**config.mk**
```make
export PLATFORM = sky130hd
export DESIGN_NAME = encoder_8x3_seq
export DESIGN_NICKNAME = d
export VERILOG_FILES = /design/src/rtl/encoder_8x3_seq.sv
export SDC_FILE = /design/constraint.sdc
export NUM_CORES = 1
export LEC_CHECK = 0
export CAP_MARGIN = 20
export CORE_AREA = 10 10 47 49
export DETAILED_ROUTE_END_ITERATION = 6
export DIE_AREA = 0 0 57 59
export DONT_BUFFER_PORTS = 1
export GPL_ROUTABILITY_DRIVEN = 0
export PLACE_DENSITY = 0.76
export SYNTH_ARGS = -nofsm -noshare
export SYNTH_HDL_FRONTEND = slang
export SYNTH_SLANG_ARGS = --single-unit
```
**constraint.sdc**
```tcl
create_clock -name clk -period 3.7 [get_ports clk]
set_input_delay 0.185 -clock clk [delete_from_list [all_inputs] [get_ports clk]]
set_output_delay 0.185 -clock clk [all_outputs]
set_load 0.05 [all_outputs]
```
**src/rtl/encoder_8x3_seq.sv**
```systemverilog
// encoder_8x3_seq: registered 8-to-3 priority encoder over a pending-request register.
// Each accepted index is retired. A request for a bit that is already pending merges into it and raises dropped.
module encoder_8x3_seq #(
    parameter bit HIGH_FIRST = 1'b1
) (
    input  logic       clk,
    input  logic       rst,
    input  logic       i_en,
    input  logic [7:0] i_d,
    input  logic       i_ready,
    output logic [2:0] o_y,
    output logic       o_valid,
    output logic [7:0] o_pend,
    output logic [3:0] o_count,
    output logic       o_dropped
);
    logic [7:0] r_pend;
    logic       r_dropped;
    logic [7:0] w_req;
    logic [7:0] w_clr;
    logic       w_accept;
    logic [2:0] w_y;
    logic [3:0] w_count;

    assign w_req    = i_en ? i_d : 8'h00;
    assign w_accept = o_valid & i_ready;
    assign w_clr    = w_accept ? (8'h01 << w_y) : 8'h00;

    // Later hits overwrite earlier ones, so the scan order selects the priority.
    always_comb begin
        w_y = 3'd0;
        if (HIGH_FIRST) begin
            for (int i = 0; i < 8; i++)
                if (r_pend[i]) w_y = 3'(i);
        end else begin
            for (int i = 7; i >= 0; i--)
                if (r_pend[i]) w_y = 3'(i);
        end
    end

    always_comb begin
        w_count = 4'd0;
        for (int i = 0; i < 8; i++)
            w_count = w_count + 4'(r_pend[i]);
    end

    // A request on the bit being cleared keeps it pending and is not a drop.
    always_ff @(posedge clk) begin
        if (rst) begin
            r_pend    <= 8'h00;
            r_dropped <= 1'b0;
        end else begin
            r_pend    <= (r_pend & ~w_clr) | w_req;
            r_dropped <= |(w_req & r_pend & ~w_clr);
        end
    end

    assign o_y       = w_y;
    assign o_valid   = |r_pend;
    assign o_pend    = r_pend;
    assign o_count   = w_count;
    assign o_dropped = r_dropped;
endmodule

```
Word-level counts from Yosys, hierarchy flattened. Index checks and enable logic that the tools add are counted.

Bits in registers: 9. Input port bits: 12. Output and inout bits: 17.

$add $sub $neg: 7. Shifts and indexed selects: 1. Muxes and demuxes: 9. Bitwise gates (word level): 6. Reduce and logical (&&, ||, !) cells: 2.

Operator list (number): AND 8 bit (3); two-way mux 3 bit (6); adder 4 x 1 -> 4 bit (4); two-way mux 8 bit (2); OR reduction 8 bit (2); NOT 8 bit (1); OR 8 bit (1); << shifter 1 x 3 -> 8 bit (first input constant) (1); adder 3 x 1 -> 4 bit (1); adder 2 x 1 -> 3 bit (1); adder 1 x 1 -> 2 bit (1); AND 1 bit (1); two-way mux 1 bit (1).

Longest topological paths before layout. Gate-level depths: netlist of run 1.

Depth after elaboration: 12. Depth in mapped cells: 9.

Worst setup path after synthesis of run 1. No wires, ideal clock.

Path type: flip-flop to output port. From: register r_pend[3], in the netlist o_pend[3]. To: output port o_count[2]. Arrival time: 3.597 ns. Data required time: 3.515 ns. Slack: -0.082 ns. Stages on the path, launching flop included: 10. Buffers on the path: 0. Cell sequence: dfxtp_1 fa_1 inv_1 fa_1 fa_1 inv_1 ha_1 inv_1 fa_1 xnor2_1.

Word-level cells in the longest chain between the ends: 5.

RTL lines: from (decl) (RTL line 17) `logic [7:0] r_pend;`; from (signal assigned) (RTL line 53) `r_pend <= (r_pend & ~w_clr) | w_req;`; adder 3 x 1 -> 4 bit (RTL line 44) `w_count = w_count + 4'(r_pend[i]);`; adder 4 x 1 -> 4 bit (4 in a row) (RTL line 44); to (decl) (RTL line 14) `output logic [3:0] o_count,`.

No other way between the ends.

Worst setup path in the final report of run 1.
From: register r_pend[0], in the netlist o_pend[0]. To: output port o_count[2].

Word-level cells in the longest chain between the ends: 7.

RTL lines (RTL line): adder 1 x 1 -> 2 bit (44); adder 2 x 1 -> 3 bit (44); adder 3 x 1 -> 4 bit (44); adder 4 x 1 -> 4 bit (4 in a row) (44).

No other way between the ends.

==> results of run 1 <==
-- per-stage QoR --
| stage | util | instances | cell area [um2] |
|---|---|---|---|
| 2_1_floorplan | - | 81 | 688 |
| 3_3_place_gp | 0.540 | 102 | 757 |
| 3_5_place_dp | 0.540 | 102 | 757 |
| 4_1_cts | 0.566 | 107 | 793 |
| 5_1_grt | 0.566 | 107 | 793 |
| 6_report | 0.566 | 107 | 793 |
-- power by group --
group	switching [W]	total [W]	internal [W]
clock	0.0000347	0.0000763	0.0000416
sequential	0.0000170	0.000120	0.000103
combinational	0.000125	0.000172	0.0000471
total	0.000176	0.000368	0.000192
-- cells in the final DEF (no fill, tap or decap), types with 2 or more instances in the layout --
master	netlist	routed
inv_1	14	14
dfxtp_1	9	9
buf_4	0	8
nor2_1	6	6
nand2_1	6	6
a21oi_1	5	5
a22oi_1	5	5
fa_1	4	4
ha_1	4	4
o21ai_1	2	3
clkbuf_4	0	3
nor2b_1	2	2
nand3_1	2	2
a41oi_1	2	2
o21ai_0	3	2
-- metal layers --
metal / up-vias / track usage
li1: 296 / -
met1: 269 / 0.115
met2: 25 / 0.169
met3: 5 / 0.0322
met4: 0 / 0.0604
met5: - / 0
-- flip-flops by register name, indices dropped and copies added (netlist names) --
register	cells
o_pend	8
o_dropped	1
-- worst reg2reg max path, stage by stage (launching register included) --
cell       delay, ps
dfxtp_1          530
nor4_4           470
inv_2            210
o211ai_2         180
o2111ai_1        120
nand2_1           90
a41oi_1          110
-- kinds of logic (layout without fill, tap and decap cells) --
kind of cell	Yosys count	after routing	share of synthesized area
and+or+nand+nor	23	23	0.200
AOI/OAI and AO/OA	22	22	0.221
buffers and inverters	18	28	0.110
DFF	9	9	0.265
adders and majority gates	8	8	0.191
xor gates and xnor gates	1	1	0.0129
-- how the worst max path moves through the flow --
| stage | startpoint | endpoint | slack [ps] |
|---|---|---|---|
| detailed placement | o_pend[0] | o_count[2] | 680 |
| global placement | o_pend[0] | o_count[2] | 740 |
| finish | o_pend[0] | o_count[2] | 430 |
| CTS | o_pend[0] | o_count[2] | 390 |
| global route | o_pend[0] | o_count[2] | 280 |
| floorplan | o_pend[3] | o_count[2] | 210 |
-- layout make-up --
| class | instances | share of cell area |
|---|---|---|
| Tap cell | 16 | 0.0252 |
| Multi-Input combinational cell | 54 | 0.555 |
| Inverter | 15 | 0.0710 |
| Clock buffer | 4 | 0.0331 |
| Timing Repair Buffer | 9 | 0.0883 |
| Sequential cell | 9 | 0.227 |
-- repair_timing --
action / in CTS / in global routing
hold buffers: 1 / 0
buffers inserted: 0 / 0
hold endpoints to repair: 9 / 0
==> flow_summary.json, run 1 <==
{
  "top_layer_used": "met4",
  "pwr_density_cell_nw_per_um2": 464,
  "synth_common_cells": "inv_1 (14), dfxtp_1 (9), nand2_1 (6), nor2_1 (6)",
  "wire_per_inst_um": 16.1,
  "hold_viol_final": 0,
  "drtIter0Drc": 7,
  "avgSynthCellArea_um2": 8.40,
  "regToRegEndpoint": "o_dropped",
  "core-area_um2": 1400,
  "multi_input_area_um2": 440,
  "yosysTopAreaCell": "dfxtp_1",
  "worstPathCellList": "fa_1, inv_1, fa_1, fa_1, inv_1, ha_1, inv_1, fa_1, xnor2_2, buf_4",
  "crit_buf_inv": 4,
  "clock_sinks": 9,
  "rsz0062_at_grt": "no",
  "worst_pin_slew_ps": 1010,
  "area_growth_pct": 16.5,
  "drt-pass1-iter-count": 5,
  "ys_types": 30,
  "place_ws_ps": 678,
  "antenna_found_initial": 0,
  "fillers": 133,
  "ys_seq_area_frac": 0.265,
  "max_stage_delay_ps": 530,
  "seqCellArea_um2": 180,
  "syn-cell-area_um2": 681,
  "via_per_inst": 5.56,
  "slew_violations": 0,
  "drv_cap": 0,
  "synth.most_common_cell": "inv_1",
  "grt_max_degree": 12,
  "synth_ff_type": "dfxtp_1",
  "crit_top_cell": "fa_1",
  "setup_viol": 0,
  "antenna_cells": 0,
  "synth_warnings": 0,
  "cts_buffers": 3,
  "via_count": 595,
  "wl_met1_um": 712,
  "synth_top_area_share": 0.265,
  "drc": 0,
  "path_delay_family": "adder cells",
  "grt_util_all_layers": 0.103,
  "dp_hpwl_um": 1490,
  "grt_pass1_wl_um": 2800,
  "max_freq_mhz": 306,
  "cp.depth": 10,
  "ctsResizeCount": 0,
  "port_buffers": 0,
  "cp_max_fo": 2,
  "start_util": 0.486,
  "async_reset_ff_frac": 0,
  "cp.required_ps": 3510,
  "rr_worst_depth": 6,
  "worst_setup_path_start_kind": "flop",
  "worstSetupPathType": "reg2out",
  "overflow": 0,
  "synth_nets": 101,
  "min_path_cells": 2,
  "die_w_um": 57,
  "die_area_um2": 3360,
  "finClkSkew_ps": 4.54,
  "synth_seq_cells": 9,
  "hp-start": "i_en",
  "ctsRootBufferMaster": "clkbuf_4",
  "fin_worst_hold_slack_ps": 59.5,
  "cts_buffer_depth": 2,
  "htreeDepth": 1,
  "setup-tns-final_ps": 0,
  "rows": 14,
  "clk_pin_slew_ps": 60,
  "io_pins": 29,
  "slew_headroom": 0.321,
  "yosys-top-cells-area": "dfxtp_1 (26%), fa_1 (12%), inv_1 (7.7%)",
  "dr_wl_met2_um": 829,
  "worst_skew_pair.late_latency_ps": 260,
  "cts_tree": "done",
  "leakage_nw": 0.357,
  "arrival_ps": 3090,
  "chipHeight_um": 59,
  "holdPathEnd": "o_pend[5]",
  "drive_above_1_share": 0.187,
  "reg2reg_slack_ps": 1840,
  "rr_startpoint": "o_pend[7]",
  "critPathSlowestCell": "fa_1",
  "route.met3.wl_um": 143,
  "wl_um": 1720,
  "finalPower_w": 0.000368,
  "finalNetCount": 112,
  "grt_pass1_vias": 613,
  "fin_crit_ps": 3270,
  "crit_path_end_kind": "primary output",
  "peakVddDrop_uv": 292,
  "min_path_type": "in2reg",
  "synth_edf_count": 0,
  "status": "finished clean",
  "detail-route-antenna-nets": 0,
  "final.setup.worst_slack_ps": 428,
  "synthesis.instances": 81,
  "period_share": 0.884
}
(Power assumes the default switching activity.)
==> run 2, diff against run 1 <==
CTS_BUF_LIST = sky130_fd_sc_hd__clkbuf_4   (was unset)
==> run 2 against run 1 <==
- final area is 0.47% higher
- clock-buffer cell count stayed put
- core utilization is 0.27 points higher
- critical path depth stayed put
- wire length is 2.8% higher
- flip-flop and latch count stayed put
- cell count stayed put
- first-iteration DRC count is 14% higher
- critical path type unchanged
- largest cell class unchanged
- highest routed layer unchanged
==> flow_summary.json, run 2 (synthesized netlist as in run 1, its figures left out) <==
{
  "status": "finished clean",
  "dpl_cell_area_um2": 757,
  "core-area_um2": 1400,
  "drv_cap": 0,
  "cts_buffer_depth": 2,
  "peakVddDrop_uv": 290,
  "setup-tns-final_ps": 0,
  "rows": 14,
  "rr_worst_depth": 6,
  "fillers": 133,
  "start_util": 0.486,
  "min_path_type": "in2reg",
  "slew_violations": 0,
  "chipHeight_um": 59,
  "dp_hpwl_um": 1490,
  "antenna_found_initial": 0,
  "cp.required_ps": 3510,
  "min_path_cells": 2,
  "finalNetCount": 112,
  "grt_max_degree": 12,
  "cts_setup_buffers": 0,
  "fin_crit_ps": 3270,
  "rsz0062_at_grt": "no",
  "setup_viol": 0,
  "worstSetupPathType": "reg2out",
  "wire_per_inst_um": 16.6,
  "drt-pass1-iter-count": 4,
  "finalInstanceArea_um2": 797,
  "hold_viol_final": 0,
  "crit_path_end_kind": "primary output",
  "grt_pass1_vias": 615,
  "grt_pass1_wl_um": 2850,
  "io_pins": 29,
  "pwr_density_cell_nw_per_um2": 470,
  "via_per_inst": 5.55,
  "clk_pin_slew_ps": 60,
  "leakage_nw": 0.360,
  "ctsRootBufferMaster": "clkbuf_4",
  "cts_tree": "done",
  "area_growth_pct": 17.1,
  "largest_register_ffs": 8,
  "fin_util": 0.569,
  "worst_pin_slew_ps": 1010,
  "grt_util_all_layers": 0.104,
  "htreeDepth": 1,
  "period_share": 0.885,
  "final_cell_mix": "inv_1 (14), dfxtp_1 (9), buf_4 (8), nor2_1 (6), nand2_1 (6)",
  "antenna_cells": 0,
  "drc": 0,
  "port_buffers": 0,
  "cts_buffers": 3,
  "layout_commonest_cell": "inv_1",
  "worst_skew_pair.late_latency_ps": 260,
  "clock_sinks": 9,
  "worst_setup_path_start_kind": "flop",
  "arrival_ps": 3090,
  "finClkSkew_ps": 1.05,
  "cp_max_fo": 2,
  "slew_headroom": 0.321,
  "die_w_um": 57,
  "wl_um": 1770,
  "detail-route-antenna-nets": 0,
  "drtIter0Drc": 8,
  "overflow": 0,
  "final.setup.worst_slack_ps": 427,
  "drive_above_1_share": 0.198,
  "max_freq_mhz": 306,
  "place_ws_ps": 678,
  "die_area_um2": 3360,
  "via_count": 594
}
[run 2: layout make-up]
type | count | area, um2 | area share
clock buffer | 4 | 30.0 | 0.0377
inverter | 15 | 56.3 | 0.0706
multi-input combinational | 54 | 440 | 0.553
sequential | 9 | 180 | 0.226
tap | 16 | 20.0 | 0.0251
timing repair buffer | 9 | 70.1 | 0.0879
[run 2: per-layer routing]
| metal | share of wire | vias to the layer above | GRT usage |
|---|---|---|---|
| li1 | - | 294 | - |
| met1 | 0.41 | 270 | 0.114 |
| met2 | 0.48 | 25 | 0.172 |
| met3 | 0.085 | 5 | 0.0343 |
| met4 | 0.021 | 0 | 0.0638 |
| met5 | 0 | - | 0 |
[run 2: timing repair]
| item | in CTS | in global routing |
|---|---|---|
| gates resized for setup | 0 | 0 |
| hold buffers | 1 | 0 |
| endpoints found under the hold margin | 9 | 0 |
[run 2: through the flow]
stage	hold WS [ps]	power (W)	instances
floorplan	330	0.000263	81
global placement	257	0.000289	102
detailed placement	259	0.000295	102
CTS	63.6	0.000379	107
global route	73.8	0.000392	107
finish	64.9	0.000375	107
[run 2: power breakdown]
group	switching (W)	internal, W	total [W]
Sequential	0.0000171	0.000103	0.000121
Clock	0.0000336	0.0000488	0.0000824
Combinational	0.000125	0.0000471	0.000172
[run 2: worst paths after layout]
check / start / end / slack [ps]
setup reg to reg: o_pend[7] / o_dropped / 1830
setup / recovery: o_pend[0] / o_count[2] / 430
hold / removal: i_en / o_pend[5] / 60
hold reg to reg: o_pend[5] / o_pend[5] / 720
[run 2: worst max-delay path, cell delays in order, from the launching register on]
cell	delay [ps]
dfxtp_1	320
fa_1	530
inv_1	50
fa_1	500
fa_1	420
inv_1	70
ha_1	150
inv_1	50
fa_1	400
xnor2_2	130
buf_4	210
==> run 3, diff against run 2 <==
PLACE_DENSITY = 0.79   (was 0.76)
clock period = 2.95 ns   (was 3.7 ns; I/O delays follow)
==> run 3 against run 2 <==
- the run now ends with negative setup slack left
- hold slack worse by 52 ps
- clock power up 29%
- power grew 39%
- via count rose by 14%
- critical path type unchanged
- global-route usage increased by 2.3 points
- largest cell class unchanged
- die area unchanged
- final area grew 19%
- critical path depth shrank 1
- cell count increased by 8.4%
- highest routed layer unchanged
- flip-flop and latch count did not move
- clock skew is essentially flat
==> flow_summary.json, run 3 (synthesized netlist as in run 1, its figures left out) <==
{
  "status": "finished, violations left",
  "failed_checks": "negative setup slack",
  "wl_um": 2070,
  "min_path_type": "in2reg",
  "rows": 14,
  "wire_per_inst_um": 17.8,
  "clock_sinks": 9,
  "max_freq_mhz": 301,
  "die_area_um2": 3360,
  "reg2reg_slack_ps": 1150,
  "area_growth_pct": 39.0,
  "cts_buffer_depth": 2,
  "ctsRootBufferMaster": "clkbuf_4",
  "final.setup.worst_slack_ps": -369,
  "die_w_um": 57,
  "crit_top_cell": "fa_1",
  "top_layer_used": "met4",
  "drc": 0,
  "p_switching_w": 0.000241,
  "rr_worst_depth": 7,
  "drt-pass1-iter-count": 4,
  "peakVddDrop_uv": 316,
  "cp_max_fo": 2,
  "cts_tree": "done",
  "chipHeight_um": 59,
  "worstSetupPathType": "reg2out",
  "finalNetCount": 121,
  "overflow": 0,
  "grt_max_degree": 12,
  "dr_wl_met2_um": 1070,
  "final_cells": 116,
  "fin_crit_ps": 3320,
  "pwr_density_cell_nw_per_um2": 551,
  "p_int_w": 0.000280,
  "setup_viol": 3,
  "grt_pass1_wl_um": 3440,
  "start_util": 0.486,
  "arrival_ps": 3170,
  "switching_share": 0.462,
  "grt_util_all_layers": 0.128,
  "max_stage_delay_ps": 540,
  "htreeDepth": 1,
  "slew_violations": 0,
  "grt_pass1_vias": 724,
  "period_share": 1.13,
  "p_clk_frac": 0.204,
  "wl_met1_um": 806,
  "slew_headroom": 0.619,
  "antenna_cells": 0,
  "combPwrFrac": 0.531,
  "via_count": 679,
  "fin_util": 0.675,
  "largest_register_ffs": 8,
  "route.met3.wl_um": 161,
  "rsz0062_at_grt": "yes",
  "worstPathCellList": "fa_1, inv_1, fa_1, fa_1, inv_1, ha_2, inv_2, fa_2, clkinvlp_4",
  "cts_buffers": 3,
  "dpl.cell_count": 107,
  "place_ws_ps": -113,
  "detail-route-antenna-nets": 0,
  "hold_viol_final": 0,
  "port_buffers": 0,
  "leakage_nw": 0.411,
  "drive_above_1_share": 0.360,
  "drv_cap": 0,
  "cp.required_ps": 2800,
  "finClkSkew_ps": 1.36,
  "dp_hpwl_um": 1660,
  "final_cell_mix": "inv_1 (12), buf_4 (12), nor2_1 (6), nand2_1 (6), dfxtp_1 (6)",
  "via_per_inst": 5.85,
  "drtIter0Drc": 14,
  "fin_worst_hold_slack_ps": 12.6,
  "io_pins": 29,
  "min_path_cells": 2,
  "critPathSlowestCell": "fa_2",
  "fillers": 126,
  "seqPwrFrac": 0.265,
  "antenna_found_initial": 0,
  "clk_pin_slew_ps": 60,
  "core-area_um2": 1400,
  "worst_setup_path_start_kind": "flop",
  "crit_path_end_kind": "primary output",
  "setup-tns-final_ps": -958,
  "worst_pin_slew_ps": 570,
  "worst_skew_pair.late_latency_ps": 260
}
run 3: cell count changes in the layout (fill, tap and decap cells not counted), moves of 2 or more:
cell	change
buf_6	+3
inv_1	-2
buf_12	+2
dfxtp_1	-3
dfxtp_4	+3
buf_4	+4
run 3: repair_timing:
| action | in CTS | in global routing |
|---|---|---|
| buffers inserted | 4 | 0 |
| endpoints found under the hold margin | 9 | 0 |
| setup endpoints to repair | 3 | 3 |
| pin swaps | 2 | 0 |
| hold buffers | 1 | 0 |
| gates resized for setup | 6 | 1 |
run 3: through the flow:
stage	instance area, um2	total power [W]
after floorplan	719	0.000342
after global placement	851	0.000386
after detailed placement	851	0.000398
after CTS	938	0.000521
after global routing	946	0.000544
final	946	0.000521
run 3: worst paths after layout:
kind / startpoint / end
setup reg to reg: o_pend[7] / o_dropped
hold reg to reg: o_pend[5] / o_pend[5]
hold / removal: i_en / o_pend[1]
setup / recovery: o_pend[0] / o_count[1]
run 3: routing by layer:
metal  global-route usage  up-vias
met2                0.216       26
met4               0.0671        0
met1                0.140      333
li1                     -      315
met5                    0        -
met3               0.0386        5
run 3: layout make-up:
cell class / instances / area (um2) / share of cell area
repair buffers: 18 / 174 / 0.184
inverters: 15 / 60.1 / 0.0635
clock buffers: 4 / 30.0 / 0.0317
multi-input cells: 54 / 470 / 0.497
well taps: 16 / 20.0 / 0.0212
flip-flops and latches: 9 / 191 / 0.202
run 3: worst max-delay path, delay by kind of cell, from the launching register on:
kind	cells	cell delay [ps]
fa+ha+maj	5	2160
buf+inv	4	410
flops	1	340
run 3: power groups by stage:
stage	Combinational (W)	Clock, W	Sequential, W
finish	0.000277	0.000106	0.000138
global placement	0.000246	0	0.000140
global route	0.000295	0.000110	0.000139
detailed placement	0.000257	0	0.000141
CTS	0.000275	0.000108	0.000138
floorplan	0.000172	0	0.000170
